### src/rtl/ibex_vec_pkg.sv
// Shared types, lane map and window packing for the 3x3 vector filter sequencer.
package ibex_vec_pkg;

  typedef enum logic [1:0] {
    IDLE   = 2'd0,
    STREAM = 2'd1,
    FLUSH  = 2'd2,
    DONE   = 2'd3
  } vfs_state_e;

  localparam int LANE_C  = 0;
  localparam int LANE_N  = 1;
  localparam int LANE_W  = 2;
  localparam int LANE_E  = 3;
  localparam int LANE_S  = 4;
  localparam int LANE_NW = 5;
  localparam int LANE_NE = 6;
  localparam int LANE_SW = 7;
  localparam int LANE_SE = 8;

  localparam logic [4:0] VL_SUM_ALL = 5'd0;
  localparam logic [1:0] VSEW_8     = 2'b00;

  function automatic logic [71:0] pack_win(
    input logic [7:0] cen, input logic [7:0] nth, input logic [7:0] wst,
    input logic [7:0] est, input logic [7:0] sth, input logic [7:0] nw,
    input logic [7:0] ne,  input logic [7:0] sw,  input logic [7:0] se
  );
    logic [71:0] w;
    w = '0;
    w[LANE_C*8  +: 8] = cen;
    w[LANE_N*8  +: 8] = nth;
    w[LANE_W*8  +: 8] = wst;
    w[LANE_E*8  +: 8] = est;
    w[LANE_S*8  +: 8] = sth;
    w[LANE_NW*8 +: 8] = nw;
    w[LANE_NE*8 +: 8] = ne;
    w[LANE_SW*8 +: 8] = sw;
    w[LANE_SE*8 +: 8] = se;
    return w;
  endfunction

endpackage

### src/rtl/ibex_vector_line_buf.sv
// One-read/one-write line RAM; read data is registered, so a read and write
// to the same address on one edge returns the previous contents.
module ibex_vector_line_buf #(
  parameter int DEPTH  = 64,
  parameter int ADDR_W = $clog2(DEPTH),
  parameter int DATA_W = 8
) (
  input  logic              clk_i,
  input  logic              we_i,
  input  logic [ADDR_W-1:0] waddr_i,
  input  logic [DATA_W-1:0] wdata_i,
  input  logic [ADDR_W-1:0] raddr_i,
  output logic [DATA_W-1:0] rdata_o
);

  logic [DATA_W-1:0] mem [DEPTH];

  always_ff @(posedge clk_i) begin
    if (we_i) mem[waddr_i] <= wdata_i;
    rdata_o <= mem[raddr_i];
  end

endmodule

### src/rtl/ibex_vector_filter_seq.sv
// Streaming sequencer: buffers two lines, builds a 3x3 window per interior
// pixel for the vector filter datapath and returns its results on a stream.
module ibex_vector_filter_seq
  import ibex_vec_pkg::*;
#(
  parameter int MAX_WIDTH = 64,
  parameter int WIDTH_W   = $clog2(MAX_WIDTH + 1)
) (
  input  logic               clk_i,
  input  logic               rst_i,
  input  logic               cfg_valid_i,
  output logic               cfg_ready_o,
  input  logic [WIDTH_W-1:0] cfg_width_i,
  input  logic [WIDTH_W-1:0] cfg_height_i,
  input  logic               cfg_custom_filt_i,
  input  logic               pix_valid_i,
  output logic               pix_ready_o,
  input  logic [7:0]         pix_data_i,
  output logic [71:0]        win_o,
  output logic               custom_filt_o,
  output logic               mult_en_o,
  output logic               add_en_o,
  output logic               sub_en_o,
  output logic [4:0]         vl_o,
  output logic [1:0]         vsew_o,
  input  logic [7:0]         res_i,
  output logic               out_valid_o,
  input  logic               out_ready_i,
  output logic [7:0]         out_data_o,
  output logic               busy_o,
  output logic               done_o,
  output logic               err_o
);

  localparam int ADDR_W = $clog2(MAX_WIDTH);
  localparam logic [WIDTH_W-1:0] W_ONE = WIDTH_W'(1);
  localparam logic [WIDTH_W-1:0] W_TWO = WIDTH_W'(2);
  localparam logic [WIDTH_W-1:0] W_MIN = WIDTH_W'(3);
  localparam logic [WIDTH_W-1:0] W_MAX = WIDTH_W'(MAX_WIDTH);

  vfs_state_e         state_q, state_d;
  logic [WIDTH_W-1:0] width_q, height_q, col_q, row_q, col_nxt;
  logic               custom_q, sel_q, err_q;
  logic               cfg_ok, accept, last_col, last_pix, emit, hs;
  logic [ADDR_W-1:0]  rd_addr;
  logic [7:0]         rd0, rd1, top_rd, mid_rd;
  logic [7:0]         tap_p0 [3][2];
  logic [71:0]        win_nxt, win_p1;
  logic               vld_p1;

  assign cfg_ok   = (cfg_width_i >= W_MIN) && (cfg_width_i <= W_MAX) &&
                    (cfg_height_i >= W_MIN);
  assign pix_ready_o = (state_q == STREAM) && (!vld_p1 || out_ready_i);
  assign accept   = pix_valid_i && pix_ready_o;
  assign hs       = vld_p1 && out_ready_i;
  assign last_col = (col_q == width_q - W_ONE);
  assign last_pix = last_col && (row_q == height_q - W_ONE);
  assign col_nxt  = last_col ? '0 : col_q + W_ONE;
  assign emit     = accept && (row_q >= W_TWO) && (col_q >= W_TWO);

  // Read data is registered, so prefetch the column the next pixel will use.
  assign rd_addr = accept ? col_nxt[ADDR_W-1:0] : col_q[ADDR_W-1:0];

  // sel_q names the buffer holding row r-2; it is overwritten by row r.
  assign top_rd = sel_q ? rd1 : rd0;
  assign mid_rd = sel_q ? rd0 : rd1;

  ibex_vector_line_buf #(.DEPTH(MAX_WIDTH), .ADDR_W(ADDR_W), .DATA_W(8)) u_line_buf0 (
    .clk_i   (clk_i),
    .we_i    (accept && !sel_q),
    .waddr_i (col_q[ADDR_W-1:0]),
    .wdata_i (pix_data_i),
    .raddr_i (rd_addr),
    .rdata_o (rd0)
  );

  ibex_vector_line_buf #(.DEPTH(MAX_WIDTH), .ADDR_W(ADDR_W), .DATA_W(8)) u_line_buf1 (
    .clk_i   (clk_i),
    .we_i    (accept && sel_q),
    .waddr_i (col_q[ADDR_W-1:0]),
    .wdata_i (pix_data_i),
    .raddr_i (rd_addr),
    .rdata_o (rd1)
  );

  // Stage p0: two stored columns plus the incoming column form the window.
  always_ff @(posedge clk_i) begin
    if (accept) begin
      for (int i = 0; i < 3; i++) tap_p0[i][0] <= tap_p0[i][1];
      tap_p0[0][1] <= top_rd;
      tap_p0[1][1] <= mid_rd;
      tap_p0[2][1] <= pix_data_i;
    end
  end

  assign win_nxt = pack_win(
    .cen(tap_p0[1][1]), .nth(tap_p0[0][1]), .wst(tap_p0[1][0]),
    .est(mid_rd),       .sth(tap_p0[2][1]), .nw(tap_p0[0][0]),
    .ne(top_rd),        .sw(tap_p0[2][0]),  .se(pix_data_i)
  );

  always_ff @(posedge clk_i) begin
    if (rst_i) begin
      state_q  <= IDLE;
      width_q  <= '0;
      height_q <= '0;
      custom_q <= 1'b0;
      col_q    <= '0;
      row_q    <= '0;
      sel_q    <= 1'b0;
      err_q    <= 1'b0;
      vld_p1   <= 1'b0;
      win_p1   <= '0;
    end else begin
      state_q <= state_d;
      err_q   <= (state_q == IDLE) && cfg_valid_i && !cfg_ok;
      if ((state_q == IDLE) && cfg_valid_i && cfg_ok) begin
        width_q  <= cfg_width_i;
        height_q <= cfg_height_i;
        custom_q <= cfg_custom_filt_i;
        col_q    <= '0;
        row_q    <= '0;
      end
      if (accept) begin
        col_q <= col_nxt;
        if (last_col) begin
          row_q <= row_q + W_ONE;
          sel_q <= !sel_q;
        end
      end
      // Stage p1: a new window takes priority over retiring the old one.
      if (emit) begin
        vld_p1 <= 1'b1;
        win_p1 <= win_nxt;
      end else if (hs) begin
        vld_p1 <= 1'b0;
      end
    end
  end

  always_comb begin
    state_d     = state_q;
    cfg_ready_o = 1'b0;
    busy_o      = 1'b1;
    done_o      = 1'b0;
    unique case (state_q)
      IDLE: begin
        cfg_ready_o = 1'b1;
        busy_o      = 1'b0;
        if (cfg_valid_i && cfg_ok) state_d = STREAM;
      end
      STREAM: if (accept && last_pix) state_d = FLUSH;
      FLUSH:  if (hs) state_d = DONE;
      DONE: begin
        done_o  = 1'b1;
        state_d = IDLE;
      end
      default: state_d = IDLE;
    endcase
  end

  assign mult_en_o     = busy_o;
  assign add_en_o      = 1'b0;
  assign sub_en_o      = 1'b0;
  assign vl_o          = busy_o ? VL_SUM_ALL : 5'd0;
  assign vsew_o        = busy_o ? VSEW_8 : 2'b00;
  assign custom_filt_o = custom_q;
  assign win_o         = win_p1;
  assign out_valid_o   = vld_p1;
  assign out_data_o    = res_i;
  assign err_o         = err_q;

endmodule

### config.mk
export PLATFORM = sky130hd
export DESIGN_NAME = ibex_vector_filter_seq
export DESIGN_NICKNAME = d
export VERILOG_FILES = /design/src/rtl/ibex_vec_pkg.sv /design/src/rtl/ibex_vector_line_buf.sv /design/src/rtl/ibex_vector_filter_seq.sv
export SDC_FILE = /design/constraint.sdc
export NUM_CORES = 1
export LEC_CHECK = 0
export ABC_AREA = 1
export ABC_CLOCK_PERIOD_IN_PS = 6800
export CAP_MARGIN = 20
export CORE_MARGIN = 1.5
export CORE_UTILIZATION = 60
export CTS_BUF_LIST = sky130_fd_sc_hd__clkbuf_2
export DETAILED_ROUTE_END_ITERATION = 10
export HOLD_SLACK_MARGIN = 0.15
export PLACE_DENSITY = 0.77
export RECOVER_POWER = 100
export SLEW_MARGIN = 20
export SYNTH_ARGS = -nofsm -noshare
export SYNTH_HDL_FRONTEND = slang
export SYNTH_HIERARCHICAL = 1
export SYNTH_SLANG_ARGS = --single-unit
### constraint.sdc
create_clock -name clk_i -period 6.8 [get_ports clk_i]
set_clock_uncertainty 0.2 [all_clocks]
set_input_delay 1.36 -clock clk_i [delete_from_list [all_inputs] [get_ports clk_i]]
set_output_delay 1.36 -clock clk_i [all_outputs]
set_load 0.005 [all_outputs]
# ---- Yosys cells after proc, flatten, opt, wreduce, memory -nomap -nowiden
# Memories as Yosys holds them, arrays and structs flattened. A register that Yosys moved wholly into a read port is not among the register bits.
# Index checks and enable logic that the tools add are counted.
dict set report classes {
  addsub 4
  reduce_logical 24
  mux 24
  magnitude_cmp 5
  eq_ne 8
}
# operator count
set ops {}
lappend ops {{two-way mux 7 bit} 6}
lappend ops {{>= comparator 7 x 2 -> 1 bit (second input constant)} 4}
lappend ops {{two-way mux 8 bit} 2}
lappend ops {{logical AND 1 bit} 15}
lappend ops {{adder 7 x 1 -> 7 bit (second input constant)} 2}
lappend ops {{== test 7 bit} 2}
lappend ops {{subtractor 7 x 1 -> 7 bit (second input constant)} 2}
lappend ops {{two-way mux 1 bit} 11}
lappend ops {{case mux 2 bit (4 select lines)} 1}
lappend ops {{less-or-equal comparator 7 bit (second input constant)} 1}
lappend ops {{two-way mux 2 bit} 3}
lappend ops {{two-way mux 6 bit} 1}
lappend ops {{== test 2 bit (second input constant)} 2}
lappend ops {{inequality test 2 x 1 -> 1 bit (second input constant)} 2}
lappend ops {{nonzero test 2 bit} 2}
lappend ops {{zero test 1 bit} 3}
lappend ops {{AND reduction 3 bit} 1}
lappend ops {{== test 2 x 1 -> 1 bit (second input constant)} 1}
lappend ops {{zero test 2 bit} 1}
lappend ops {{inequality test 2 bit (second input constant)} 1}
lappend ops {{AND reduction 2 bit} 1}
lappend ops {{logical OR 1 bit} 1}
dict set report word_totals {
  word_cells 78
  regBits 106
  in_bits 36
  ram_bits 1072
  n_memories 3
  out_inout_bits 97
}
# name words width read_ports rd_ports_with_merged_regs write_ports line
set memory_table {}
lappend memory_table {u_line_buf0.mem 64 8 1 1 1 ibex_vector_line_buf.sv:16} ;# logic [DATA_W-1:0] mem [DEPTH];
lappend memory_table {u_line_buf1.mem 64 8 1 1 1 ibex_vector_line_buf.sv:16}
lappend memory_table {tap_p0 3 16 3 0 3 ibex_vector_filter_seq.sv:47} ;# logic [7:0] tap_p0 [3][2];

# ---- Logic depth before layout (Yosys ltp)
# Gate-level depths: netlist of run 1.
dict set report logic_depth {
  ltp_word 7
  mapped_depth 26
}

# ---- By module
# Netlist of run 1, hierarchy kept.
# module area_each_um2 seq_area_each_um2 cells_per_inst n_inst
set modules_own_cells {}
lappend modules_own_cells {ibex_vector_line_buf 21339.2 15534.9 1805 2}
lappend modules_own_cells {ibex_vector_filter_seq 6451.2 3563.4 768 1}

# ---- Least setup slack after synthesis of run 1
# Ideal clock, no wire load.
dict set report synth_path {
  path_kind {input -> register}
  from {in out_ready_i}
  to {reg u_line_buf0.rdata_o[2] (read register of u_line_buf0.mem)}
  cell_stages 17
  setup_time_ns 0.114
  t_arrival_ns 4.225
  path_slack_ns 2.262
  n_path_buf 2
  required_ns 6.486
  cell_sequence {inv_1 -> nand2_1 -> and2_4 -> nand2_2 -> inv_1 -> nand2_1 -> or2_2 -> o21ai_0 -> buf_2 -> buf_2 -> nand3_1 -> nand3_1 -> nand2_1 -> nand2_1 -> nand3_1 -> nand3_1 -> nand2_1}
}
dict set report synth_via {
  elab_chain_len 4
}
# item line
set synth_rtl {}
lappend synth_rtl {{start: declaration} ibex_vector_filter_seq.sv:28} ;# input logic out_ready_i,
lappend synth_rtl {{logical OR 1 bit} ibex_vector_filter_seq.sv:53} ;# assign pix_ready_o = (state_q == STREAM) && (!vld_p1 || out_ready_i);
lappend synth_rtl {{logical AND 1 bit} ibex_vector_filter_seq.sv:53}
lappend synth_rtl {{net pix_ready_o} ibex_vector_filter_seq.sv:17} ;# output logic pix_ready_o,
lappend synth_rtl {{logical AND 1 bit} ibex_vector_filter_seq.sv:54} ;# assign accept = pix_valid_i && pix_ready_o;
lappend synth_rtl {{net accept} ibex_vector_filter_seq.sv:44} ;# logic cfg_ok, accept, last_col, last_pix, emit, hs;
lappend synth_rtl {{two-way mux 6 bit} ibex_vector_filter_seq.sv:62} ;# assign rd_addr = accept ? col_nxt[ADDR_W-1:0] : col_q[ADDR_W-1:0];
lappend synth_rtl {{net rd_addr[1]} ibex_vector_filter_seq.sv:45} ;# logic [ADDR_W-1:0] rd_addr;
lappend synth_rtl {{end: declaration} ibex_vector_line_buf.sv:13} ;# output logic [DATA_W-1:0] rdata_o
# The timed path passes the listed nets, and every way through them passes these cells.
# A chain may end at the register's enable or synchronous reset.

# ---- Final worst setup path of run 1
dict set report layout_path {
  from {in pix_data_i[7]}
  to {mem u_line_buf1.mem[62][7] (data pin)}
}
# item line
set layout_lines {}
lappend layout_lines {{start: declaration} ibex_vector_filter_seq.sv:18} ;# input logic [7:0] pix_data_i,
lappend layout_lines {{end: declaration} ibex_vector_line_buf.sv:16}
# Straight into the memory's write port.

==> flow_summary.toml, run 1 <==
[drt]
ant_nets = 0
post-route-drc-count = 0
wl_um = 119000
via_per_inst = 5.87
drt_iter0_drc = 3962
vias = 34300
drt-pass1-iter-count = 8
wl_per_cell_um = 20.3

[sta]
tightestPinTransition_ns = 4.18
whs_ns = 0.219
period_minus_slack_ns = 5.58
final-hold-violation-count = 0
setup_viol = 0
slew_violations = 1087
tns_ns = 0
rsz0062_at_grt = "false"
fin_crit_sh = 0.820
slew_headroom = -1.79
fmax_mhz = 179

[clock_tree]
clk_latency_ns = 1.48
cts.sinks = 1194
hold_buffers = 4
path_clk_slew_ns = 0.10
clockRootBuffer = "clkbuf_2"
cts_tree = "built"
postCtsSetupBuffers = 0
cts_resized = 0
cts_buffers = 306
cts_htree_levels = 5
cts_buffer_depth = 4

[yosys]
ys_types = 38
synthFlopType = "edfxtp_1"
synth_area_um2 = 49100
synth.avg_cell_area_um2 = 11.2
synthArstFlopShare = 0
syn_inst = 4378
ys_seq_elements = 1194
synth_edf_count = 1072
synth-seq-area-share = 0.705
ys_warn_count = 6

[finish]
synthToLayoutAreaGrowth_pct = 7.30
drive_above_1_share = 0.109
final_nets = 4630
regArea_um2 = 34600
multiInputGateArea_um2 = 12300
fin_area_um2 = 52700
fin_util = 0.652
mostFrequentLayoutCells = "nand2_1, edfxtp_1, nand3_1"
final_common_cell = "nand2_1"
nFillCells = 5992
finalNonFillerCells = 5844

[global_route]
antenna_found_initial = 1
overflow = 0
grt_usage = 0.285
grt_pass1_wl_um = 182000
grt_pass1_vias = 33100
grt_max_degree = 182

[outcome]
status = "complete, but fails checks"
violations = "max-capacitance violations, max-slew violations"

[floorplanning]
coreArea_um2 = 80800
start_util = 0.608
die_h_um = 289
std_cell_rows = 104
die_w_um = 289
die_area_um2 = 83600
io_pins = 133

[worst_setup_path]
reg2reg_slack_ns = 1.37
crit_top_cell = "clkbuf_1"
path_class = "input port to flop"
crit_path_end_kind = "flop"
slowest_delay_ns = 2.87
crit_fanout = 79
crit_family = "buffers and inverters"
arrival_ns = 6.17
cp_num_buf_inv = 2
cp-start-kind = "input port"
cpMaxStageDelayCell = "clkbuf_1"
cp.required_ns = 7.40
crit_chain = "clkbuf_1 > clkbuf_1"

[min_path]
hp-class = "flop to flop"

[run]
cap_violations = 19

[place]
port_buffers = 107
globalplace.congestion = 0.907
dp_hpwl_um = 65800
dp_cells = 5332
placed_area_um2 = 50200

[pwr]
power_leakage_uw = 0.0196
cellPowerDensity_nw_per_um2 = 293
irDropWorstVdd_v = 0.000179
kinds of logic (layout without fill, tap and decap cells):
kind of cell / Yosys count / in the layout / share of synthesized area
other: 1 / 10 / 0.0000763
AOI/OAI and AO/OA: 148 / 148 / 0.0154
adders and majority gates: 10 / 10 / 0.00255
DFF: 1194 / 1194 / 0.705
xor gates and xnor gates: 12 / 12 / 0.00214
buffers and inverters: 358 / 755 / 0.0459
and+or+nand+nor: 2655 / 2655 / 0.229
metrics by stage:
step	power [uW]	setup WS [ns]
after floorplan	10400	2.26
after global placement	10800	1.46
after detailed placement	10900	1.44
after CTS	15500	2.17
after global routing	16200	1.01
final	15400	1.22
metal layers:
layer,vias to the layer above,global-route usage,share of wire
li1,15700,-,-
met1,16200,0.387,0.39
met2,2037,0.445,0.47
met3,293,0.0670,0.11
met4,0,0.120,0.033
met5,-,0,0
report_power, final:
part           internal, uW  total [uW]  switching, uW  leakage, uW
logic                   690        2530           1840      0.00689
registers              8120        8210           88.0       0.0106
clock network          1980        4700           2720      0.00205
total                 10800       15400           4650       0.0196
path summary, 6_finish.rpt:
kind	startpoint	endpoint	cells after the start
worst max register to register	col_q[3]	u_line_buf0/rdata_o[2]	21
worst max-delay path	pix_data_i[7]	u_line_buf1/mem[62][7]	2
worst min-delay path	tap_p0[0][0]	tap_p0[0][8]	0
worst min register to register	tap_p0[0][0]	tap_p0[0][8]	0
flip-flops by register name, summed over array words and instances (netlist names):
| signal | cells |
|---|---|
| col_q | 7 |
| u_line_buf1/mem | 512 |
| u_line_buf0/rdata_o | 8 |
| err_o | 1 |
| tap_p0 | 48 |
| sel_q | 1 |
| out_valid_o | 1 |
| state_q | 2 |
| win_o | 72 |
| u_line_buf1/rdata_o | 8 |
| custom_filt_o | 1 |
| row_q | 7 |
| width_q | 7 |
| height_q | 7 |
| u_line_buf0/mem | 512 |
cells in the mapped netlist, types with 2 or more instances:
cell type / n / area [um^2]
nand2_1: 1401 / 5260
edfxtp_1: 1072 / 32200
nand3_1: 902 / 4510
nor2_1: 294 / 1100
dfxtp_1: 122 / 2440
o21ai_0: 115 / 576
buf_2: 79 / 395
buf_6: 77 / 867
inv_1: 66 / 248
clkbuf_1: 51 / 191
buf_4: 47 / 353
a21oi_1: 29 / 145
buf_1: 20 / 75.1
nand4_1: 20 / 125
nor4_1: 17 / 106
ha_1: 10 / 125
inv_2: 10 / 37.5
xor2_1: 7 / 61.3
xnor2_1: 5 / 43.8
buf_8: 4 / 60.1
nand2_2: 4 / 25.0
nor2_2: 4 / 25.0
nor3_1: 4 / 20.0
inv_6: 3 / 26.3
nand3b_1: 2 / 15.0
area by class of cell:
type                    count  area share
flip-flops and latches   1194       0.657
multi-input cells        2834       0.233
clock buffers             441      0.0419
repair buffers            168      0.0281
well taps                1060      0.0252
clock inverters            66     0.00840
inverters                  80     0.00608
diodes                      1   0.0000475
Power figures use the tool's default switching activity.
==> run 2: changes to the inputs <==
Settings changed: ABC_CLOCK_PERIOD_IN_PS 6800 to 4500, CORE_UTILIZATION 60 to 58, PLACE_DENSITY 0.77 to 0.78.
Clock period 6.8 ns to 4.5 ns, I/O delays scaled along.
==> run 2 against run 1 <==
Compared with the run above: the flow still finishes with violations (max-capacitance violations, max-slew violations); sequential share of layout area shrank 1.3 points; cell area grew 2.1%; first-iteration DRC count grew 6.7%; critical path depth grew 3; count of clock-buffer cells in the layout grew 10; critical endpoint is now u_line_buf1/mem[2][5]; clock power grew 49%; combinational power grew 57%; total power grew 51%.
==> flow_summary.toml, run 2 (synthesized netlist as in run 1, its figures left out) <==
[outcome]
status = "complete, but fails checks"
violations = "max-capacitance violations, max-slew violations"

[global_route]
grt_util_met2 = 0.447
grt_pass1_vias = 33600
grt_usage = 0.283
antenna_found_initial = 2
grt_max_degree = 129
overflow = 0
grt_use_met3 = 0.0657
top_usage_layer = "met2"
grt_use_met1 = 0.378
grt_pass1_wl_um = 187000

[finish]
final_common_cell = "nand2_1"
nFillCells = 6367
final_nets = 4787
synthToLayoutAreaGrowth_pct = 9.52
finalNonFillerCells = 6074
drive_above_1_share = 0.113
mostFrequentLayoutCells = "nand2_1, edfxtp_1, nand3_1"

[clock_tree]
cts.sinks = 1194
clockRootBuffer = "clkbuf_2"
cts_htree_levels = 5
cts_buffer_depth = 4
clk_latency_ns = 1.48
cts_resized = 0
cts_buffers = 300
path_clk_slew_ns = 0.11
cts_tree = "built"

[floorplanning]
die_area_um2 = 86500
coreArea_um2 = 83700
io_pins = 133
std_cell_rows = 106
die_w_um = 294
start_util = 0.587
die_h_um = 294

[sta]
fin_crit_sh = 0.917
slew_headroom = -1.62
period_minus_slack_ns = 4.13
rsz0062_at_grt = "false"
slew_violations = 614
final-hold-violation-count = 0
tns_ns = 0
fmax_mhz = 242
setup_viol = 0
tightestPinTransition_ns = 3.93
layout_setup_ws_ns = 0.373

[worst_setup_path]
arrival_ns = 4.92
crit_path_end_kind = "flop"
cp-start-kind = "flop"
path_class = "flop to flop"
cp.required_ns = 5.30
crit_fanout = 19

[drt]
ant_nets = 0
drt-pass1-iter-count = 8
post-route-drc-count = 0
vias = 34900
via_per_inst = 5.75
drt_iter0_drc = 4228
wl_um = 122000
wl_per_cell_um = 20.1

[place]
dp_cells = 5544
place_ws_ns = 0.0531
globalplace.congestion = 0.880
port_buffers = 107
dp_hpwl_um = 71500

[pwr]
power_leakage_uw = 0.0200
irDropWorstVdd_v = 0.000264
cellPowerDensity_nw_per_um2 = 435
finalPower_uw = 23400

[min_path]
hp-class = "flop to flop"

[run]
cap_violations = 11
run 2: cell types whose count changed in the layout (fill, tap and decap cells not counted), sizes merged:
cell,delta
dlygate4sd3,+27
clkbuf,+122
clkdlybuf4s50,-2
buf,+26
clkinv,-15
inv,-3
clkinvlp,+3
bufinv,-2
run 2: layout make-up:
| type | count | area, um^2 | share of cell area |
|---|---|---|---|
| clock buffer | 451 | 2260 | 0.0419 |
| timing repair buffer | 331 | 2560 | 0.0476 |
| clock inverter | 49 | 323 | 0.00600 |
| antenna | 1 | 2.50 | 0.0000465 |
| sequential | 1194 | 34600 | 0.644 |
| multi-input combinational | 2834 | 12300 | 0.229 |
| tap | 1134 | 1420 | 0.0264 |
| inverter | 80 | 313 | 0.00581 |
run 2: worst paths after layout:
check	slack, ns	depth (start not counted)	endpoint	start
max	0.37	5	u_line_buf1/mem[2][5]	sel_q
min	0.23	0	tap_p0[0][8]	tap_p0[0][0]
max reg2reg	0.37	5	u_line_buf1/mem[2][5]	sel_q
min reg2reg	0.23	0	tap_p0[0][8]	tap_p0[0][0]
run 2: routing by layer:
metal  wire length [um]  part of all wire  vias up
met2              57800              0.47     2058
met1              47100              0.39    16600
met4               3870             0.032        2
li1                   -                 -    16100
met5                 13           0.00011        -
met3              13500              0.11      272
run 2: metrics by stage:
step                      hold slack, ns  utilization  cell area [um^2]
after floorplan                    0.221            -             49200
after global placement             0.224        0.616             51500
after detailed placement           0.227        0.616             51500
after CTS                          0.185        0.650             54400
after global routing               0.253        0.643             53800
final                              0.233        0.643             53800
run 2: repair_timing:
item | 4_1_cts | 5_1_grt
hold endpoints to repair | 1056 | 0
setup buffers | 0 | 0
hold buffers | 29 | 0
run 2: critical path, cell delays in order, from the launching register on:
cell	delay, ns
dfxtp_1	0.73
clkinv_1	0.64
nor2_1	0.71
nand4_1	0.16
clkbuf_1	0.44
nor2_1	0.76
run 2: power by group:
part / switching (uW) / leakage, uW / total [uW] / internal (uW)
logic: 2840 / 0.00734 / 3970 / 1130
registers: 146 / 0.0106 / 12400 / 12300
clock network: 4110 / 0.00203 / 7020 / 2900
